<file path="src/rtl/stream_rr_arbiter.sv">
// stream_rr_arbiter
// Round-robin arbiter that shares one valid/ready channel among NREQ
// requesters. Once a requester is granted, the channel stays locked to it
// until its last beat is accepted. The output is registered, and a one-entry
// skid buffer absorbs the beat that is in flight when downstream stalls.
//
// Ports:
//   clk, rstn            clock, synchronous active-low reset
//   s_data/s_valid/s_last   per-requester beat (requester i owns slice i)
//   s_ready              per-requester accept, derived from registered state only
//   m_data/m_valid/m_last   shared registered output beat
//   m_ready              downstream accept
//   m_grant              current or most recently granted requester
//   busy                 high while a packet holds the lock
module stream_rr_arbiter #(
  parameter int NREQ   = 4,
  parameter int DWIDTH = 8,
  parameter int IW     = 2
) (
  input  logic                   clk,
  input  logic                   rstn,
  input  logic [NREQ*DWIDTH-1:0] s_data,
  input  logic [NREQ-1:0]        s_valid,
  input  logic [NREQ-1:0]        s_last,
  output logic [NREQ-1:0]        s_ready,
  output logic [DWIDTH-1:0]      m_data,
  output logic                   m_valid,
  output logic                   m_last,
  input  logic                   m_ready,
  output logic [IW-1:0]          m_grant,
  output logic                   busy
);

  typedef enum logic {IDLE, LOCK} state_t;

  state_t            state;
  logic [IW-1:0]     rr_ptr;
  logic              skid_full;
  logic [DWIDTH-1:0] skid_data;
  logic              skid_last;

  logic [IW-1:0]     sel;
  logic [IW-1:0]     sel_hi;
  logic              found_hi;
  logic [DWIDTH-1:0] acc_data;
  logic              acc_last;
  logic              accept;

  // Round-robin pick without a modulo: the lowest valid index at or above the
  // pointer wins; if there is none, the search wraps to the lowest valid index
  // overall. The loop runs downward so the last assignment is the lowest index.
  always_comb begin
    sel      = '0;
    sel_hi   = '0;
    found_hi = 1'b0;
    for (int i = NREQ - 1; i >= 0; i--) begin
      if (s_valid[i]) begin
        sel = IW'(i);
        if (IW'(i) >= rr_ptr) begin
          sel_hi   = IW'(i);
          found_hi = 1'b1;
        end
      end
    end
    if (found_hi) begin
      sel = sel_hi;
    end
  end

  // Only the granted requester can be ready, and never while the skid holds a
  // beat. This keeps at most one beat in flight beyond the output register.
  always_comb begin
    s_ready  = '0;
    acc_data = '0;
    acc_last = 1'b0;
    for (int i = 0; i < NREQ; i++) begin
      if (m_grant == IW'(i)) begin
        s_ready[i] = (state == LOCK) && !skid_full;
        acc_data   = s_data[i*DWIDTH +: DWIDTH];
        acc_last   = s_last[i];
      end
    end
  end

  assign accept = |(s_valid & s_ready);

  always_ff @(posedge clk) begin
    if (!rstn) begin
      state     <= IDLE;
      rr_ptr    <= '0;
      m_grant   <= '0;
      busy      <= 1'b0;
      m_valid   <= 1'b0;
      m_last    <= 1'b0;
      m_data    <= '0;
      skid_full <= 1'b0;
      skid_data <= '0;
      skid_last <= 1'b0;
    end else begin
      case (state)
        IDLE: begin
          if (|s_valid) begin
            m_grant <= sel;
            state   <= LOCK;
            busy    <= 1'b1;
          end
        end
        LOCK: begin
          if (accept && acc_last) begin
            state <= IDLE;
            busy  <= 1'b0;
            rr_ptr <= (m_grant == IW'(NREQ - 1)) ? '0 : m_grant + IW'(1);
          end
        end
        default: state <= IDLE;
      endcase

      // The skid entry is older than any newly accepted beat, so it drains first.
      // While it is full s_ready is low, so accept and skid drain never coincide.
      if (!m_valid || m_ready) begin
        if (skid_full) begin
          m_data    <= skid_data;
          m_last    <= skid_last;
          m_valid   <= 1'b1;
          skid_full <= 1'b0;
        end else if (accept) begin
          m_data  <= acc_data;
          m_last  <= acc_last;
          m_valid <= 1'b1;
        end else begin
          m_valid <= 1'b0;
        end
      end else if (accept) begin
        skid_data <= acc_data;
        skid_last <= acc_last;
        skid_full <= 1'b1;
      end
    end
  end

endmodule

</file>
<file path="config.mk">
export PLATFORM = sky130hd
export DESIGN_NAME = stream_rr_arbiter
export DESIGN_NICKNAME = d
export VERILOG_FILES = /design/src/rtl/stream_rr_arbiter.sv
export SDC_FILE = /design/constraint.sdc
export NUM_CORES = 1
export LEC_CHECK = 0
export CAP_MARGIN = 20
export CORE_MARGIN = 4
export CORE_UTILIZATION = 44
export DETAILED_ROUTE_END_ITERATION = 8
export PLACE_DENSITY_LB_ADDON = 0.2
export SYNTH_ARGS = -nofsm -noshare
export SYNTH_HDL_FRONTEND = slang
export SYNTH_SLANG_ARGS = --single-unit
</file>
<file path="constraint.sdc">
create_clock -name clk -period 2.2 [get_ports clk]
set_input_delay 0.66 -clock clk [delete_from_list [all_inputs] [get_ports clk]]
set_output_delay 0.66 -clock clk [all_outputs]
set_load 0.01 [all_outputs]
</file>
Word-level counts from Yosys, hierarchy flattened:

Index checks and enable logic that the tools add are counted.

* bits in registers: 26
* output and inout bits: 17
* word-level logic and storage cells: 85

* add/subtract/negate cells: 1
* order comparisons: 4
* equality and inequality tests: 5
* muxes and demuxes: 46
* bitwise gates (word level): 4
* reduce and logical (&&, ||, !) cells: 15

Operator list (number)
* $mux W8: 6
* $mux W2: 14
* $mux W1: 24
* $reduce_and A2 Y1: 5
* $reduce_or A4 Y1: 2
* $and A4 B4 Y4: 1
* $eq A2 B2 Y1 const B: 2
* $ge A1 B2 Y1 const A: 2
* $ge A2 B2 Y1 const A: 2
* $pmux W1 S2: 2
* $not A1 Y1: 3
* $add A2 B1 Y2 const B: 1
* $eq A2 B1 Y1 const B: 1
* $logic_and A1 B1 Y1: 2
* $logic_not A1 Y1: 2
* $logic_not A2 Y1: 1
* $ne A2 B1 Y1 const B: 1
* $ne A2 B2 Y1 const B: 1
* $reduce_bool A2 Y1: 1
* $reduce_or A2 Y1: 1
* $logic_or A1 B1 Y1: 1

Logic depth before layout (Yosys ltp):

* word-level depth: 10
* gate-level depth with buffers: 8

Worst setup path before layout:

No wires, ideal clock.

* path kind: register to output
* from: reg m_grant[0]
* to: out s_ready[3]
* arrival: 1.186 ns
* data required time: 1.540 ns
* path slack: 0.354 ns
* cell stages (with the launch flop): 5
* path buffers: 2
* path through: dfxtp_1 > ha_1 > buf_2 > buf_2 > and2_1

* longest elaborated chain between the ends: 2

Ends and longest elaborated chain
* from (decl): RTL line 30 `output logic [IW-1:0] m_grant,`
* from (signal assigned): RTL line 103 `m_grant <= sel;`
* $eq A2 B2 Y1: RTL line 77 `if (m_grant == IW'(i)) begin`
* $mux W1: RTL line 77
* to (decl): RTL line 25 `output logic [NREQ-1:0] s_ready,`

Every way passes these cells.

Worst setup path after layout:

* from: reg m_grant[0]
* to: out s_ready[0]

* longest elaborated chain between the ends: 2

Ends and longest elaborated chain (RTL line)
* $logic_not A2 Y1: 77
* $mux W1: 77

Every way passes these cells.

==> run_results.csv <==
group,metric,value,unit
hold_path,worst_hold_path.num_cells,1,
die,die_x,68.45,um
critical_path,start_kind,"register",
grt,grt_max_degree,30,
sta,maxSlewHeadroom,66.91,%
detailed_routing,ant_nets,0,
die,rows,21,
final_layout,fillCellCount,280,
place,place_hpwl,3.508,mm
power_and_ir_drop,internal_power,0.9664,mW
power_and_ir_drop,power_frac_clock,29.9,%
cts,clockBufferDepth,2,
detailed_routing,drc,0,
yosys,synth_area_leaders,"dfxtp_1 (32%), mux2i_1 (12%), a211oi_1 (7.5%)",
cts,cts_tree,"built",
sta,setup_viol,0,
run,drv_cap,0,
yosys,synth_area_per_cell,9.240,um2
power_and_ir_drop,p_switching,0.3557,mW
yosys,synthDistinctLibCells,38,
yosys,synth_seq_area_share,32.37,%
power_and_ir_drop,irDropWorstVdd,0.5287,mV
yosys,synth_edf_count,0,
final_layout,antenna_cells,0,
detailed_routing,wl,4.549,mm
power_and_ir_drop,power_leakage,0.9010,nW
critical_path,r2r_cells,8,
yosys,yosysWarnings,0,
place,dpl_cell_area,2332,um2
final_layout,final_nets,289,
detailed_routing,drtIter0Drc,104,
die,core_area,3442,um2
final_layout,multi_input_area,1005,um2
yosys,synth_top_area_share,32.37,%
critical_path,rrSetupSlack,0.24,ns
die,die_h,68.45,um
final_layout,finalInstanceArea,2417,um2
cts,cts_resized,8,
grt,grt_pass1_wl,7.224,mm
detailed_routing,vias,1563,
sta,fin_worst_skew,0.002086,ns
grt,grt_pass1_vias,1536,
cts,cts_made_buffers,3,
yosys,synth_most_common_cell,"dfxtp_1",
critical_path,endpoint_kind,"output port",
yosys,dominantRegCellSynth,"dfxtp_1",
cts,cts.clk_slew.worst_paths,0.09,ns
power_and_ir_drop,seqPwrFrac,39.2,%
critical_path,critPathRequiredTime,1.54,ns
detailed_routing,vias_per_cell,5.446,
critical_path,critical_path_class,"reg -> out",
yosys,netlist_top_cells_count,"dfxtp_1 (26), mux2i_1 (20), a211oi_1 (16), nor2_1 (13)",
cts,clock_sinks,26,
die,initial_utilization,46.71,%
hold_path,min_from,"m_data[6]$_SDFFE_PN0P_",
power_and_ir_drop,power_frac_comb,30.9,%
sta,rsz0062_at_grt,"false",
critical_path,r2r-start,"m_grant[0]$_SDFFE_PN0P_",
detailed_routing,first_pass_iters,4,
sta,maxSlewViolCount,0,
yosys,synth_top_area_cell,"dfxtp_1",
power_and_ir_drop,powerDensity,546.9,nW/um2
grt,globalRouteOverflowTotal,0,
final_layout,area_delta_synth_final,50.35,%
sta,tightest_slew,0.4933,ns
hold_path,min_path_type,"reg -> reg",
yosys,syn_nets,221,
power_and_ir_drop,totalPowerFinal,1.322,mW
critical_path,r2r_end,"m_last$_SDFFE_PN0P_",
cts,cts_post_setup_buffers_inserted,0,
sta,hold_viol_final,0,
critical_path,arrival,1.37,ns
cts,cts_root_buf,"clkbuf_8",
sta,final.period_utilization,92.11,%
run_status,status,"complete, no violations",
grt,antenna_found_initial,0,
sta,layout_min_cycle_time,2.026,ns
cts,ctsHoldBuffers,0,
yosys,synth_async_sr_flop_share,0,%
grt,grt.total_usage,20.37,%
detailed_routing,routedWlPerCell,15.85,um
hold_path,min_to,"m_data[6]$_SDFFE_PN0P_",
cts,htreeDepth,1,
yosys,ys_ff_latch,26,
place,port_buffers,59,
sta,timing.fmax,493.5,MHz
yosys,syn_inst,174,
critical_path,crit_fanout,6,
yosys,synth_area,1608,um2
power_and_ir_drop,sw_frac_of_total,26.90,%
place,gp_congestion,0.8297,
final_layout,drive_gt1_share,14.52,%
cts,clock_latency,0.27,ns
die,die_area,4685,um2
final_layout,seqCellArea,524.3,um2
die,ios,60,
[power groups by stage]
| stage | Sequential, mW | Clock, mW | Combinational, mW |
|---|---|---|---|
| 3_5_place_dp | 0.527 | 0 | 0.408 |
| 5_1_grt | 0.522 | 0.419 | 0.445 |
| 2_1_floorplan | 0.534 | 0 | 0.191 |
| 6_report | 0.518 | 0.396 | 0.408 |
| 3_3_place_gp | 0.525 | 0 | 0.395 |
| 4_1_cts | 0.518 | 0.404 | 0.411 |
[cells in the final DEF (no fill, tap or decap), types with 2 or more instances in the layout]
cell / netlist / final
clkdlybuf4s50_1: 0 / 55
dfxtp_1: 26 / 23
mux2i_1: 20 / 20
buf_4: 0 / 17
a211oi_1: 16 / 16
nor2_1: 13 / 12
nand3b_1: 9 / 9
nor3b_1: 9 / 9
o2bb2ai_1: 9 / 9
nor2b_1: 9 / 9
and2_1: 5 / 5
nand2_1: 5 / 5
inv_1: 5 / 4
a21oi_1: 4 / 4
ha_1: 4 / 4
clkbuf_8: 0 / 3
dfxtp_2: 0 / 3
nand2b_1: 2 / 2
a22oi_2: 2 / 2
nor3_1: 2 / 2
and3_1: 2 / 2
o21ai_0: 2 / 2
dlygate4sd2_1: 0 / 2
dlymetal6s2s_1: 0 / 2
[metal layers]
layer	track usage (%)	vias up	wire length, um
li1	-	778	-
met1	27.29	722	2124
met2	32.42	56	1957
met3	2.791	7	380
met4	8.685	0	86
met5	0	-	0
[final cells by class]
cell class	instances	area share, %
tap	46	2.381
multi-input combinational	129	41.56
clock buffer	3	1.708
clock inverter	1	1.242
inverter	5	0.7764
sequential	26	21.69
timing repair buffer	77	30.64
[sequential cells by signal (all words and copies together) (netlist names)]
| signal | cells |
|---|---|
| m_data | 8 |
| skid_data | 8 |
| m_grant | 2 |
| rr_ptr | 2 |
| busy | 1 |
| m_last | 1 |
| m_valid | 1 |
| skid_full | 1 |
| skid_last | 1 |
| state | 1 |
[worst max-delay path by stage]
stage	to	slack [ns]	startpoint
3_5_place_dp	skid_last$_SDFFE_PN0P_	-0.11	m_ready
5_1_grt	m_last$_SDFFE_PN0P_	0.1	m_grant[0]$_SDFFE_PN0P_
6_report	s_ready[0]	0.17	m_grant[0]$_SDFFE_PN0P_
3_3_place_gp	m_data[6]$_SDFFE_PN0P_	-0.02	s_valid[0]
2_1_floorplan	s_ready[3]	0.35	m_grant[0]$_SDFFE_PN0P_
4_1_cts	s_ready[1]	0.01	m_grant[1]$_SDFFE_PN0P_
[logic make-up after synthesis]
| group | Yosys count | share of synthesized area, % |
|---|---|---|
| multiplexers | 20 | 12.45 |
| AND/OR/NAND/NOR | 62 | 22.80 |
| flip-flops | 26 | 32.37 |
| buffers and inverters | 19 | 5.603 |
| adder cells (fa/ha/maj) | 4 | 3.113 |
| AO/OA/AOI/OAI | 43 | 23.66 |
[critical path, cell delays in order (launching register included)]
cell and delay [ns]:
dfxtp_2 0.38, inv_1 0.07, ha_1 0.22, and2_1 0.14, dlygate4sd2_1 0.28
[metrics by stage]
stage / cells / setup TNS, ns / setup slack (ns) / util (%) / hold WS [ns]
global route: 287 / 0 / 0.09676 / 70.23 / 0.4896
CTS: 287 / 0 / 0.01268 / 70.08 / 0.4726
finish: 287 / 0 / 0.1736 / 70.23 / 0.4701
global placement: 283 / -0.3235 / -0.02386 / 67.76 / 0.4461
detailed placement: 283 / -1.118 / -0.1055 / 67.76 / 0.4453
floorplan: 174 / 0 / 0.3538 / - / 0.4548
Power figures use the tool's default switching activity.
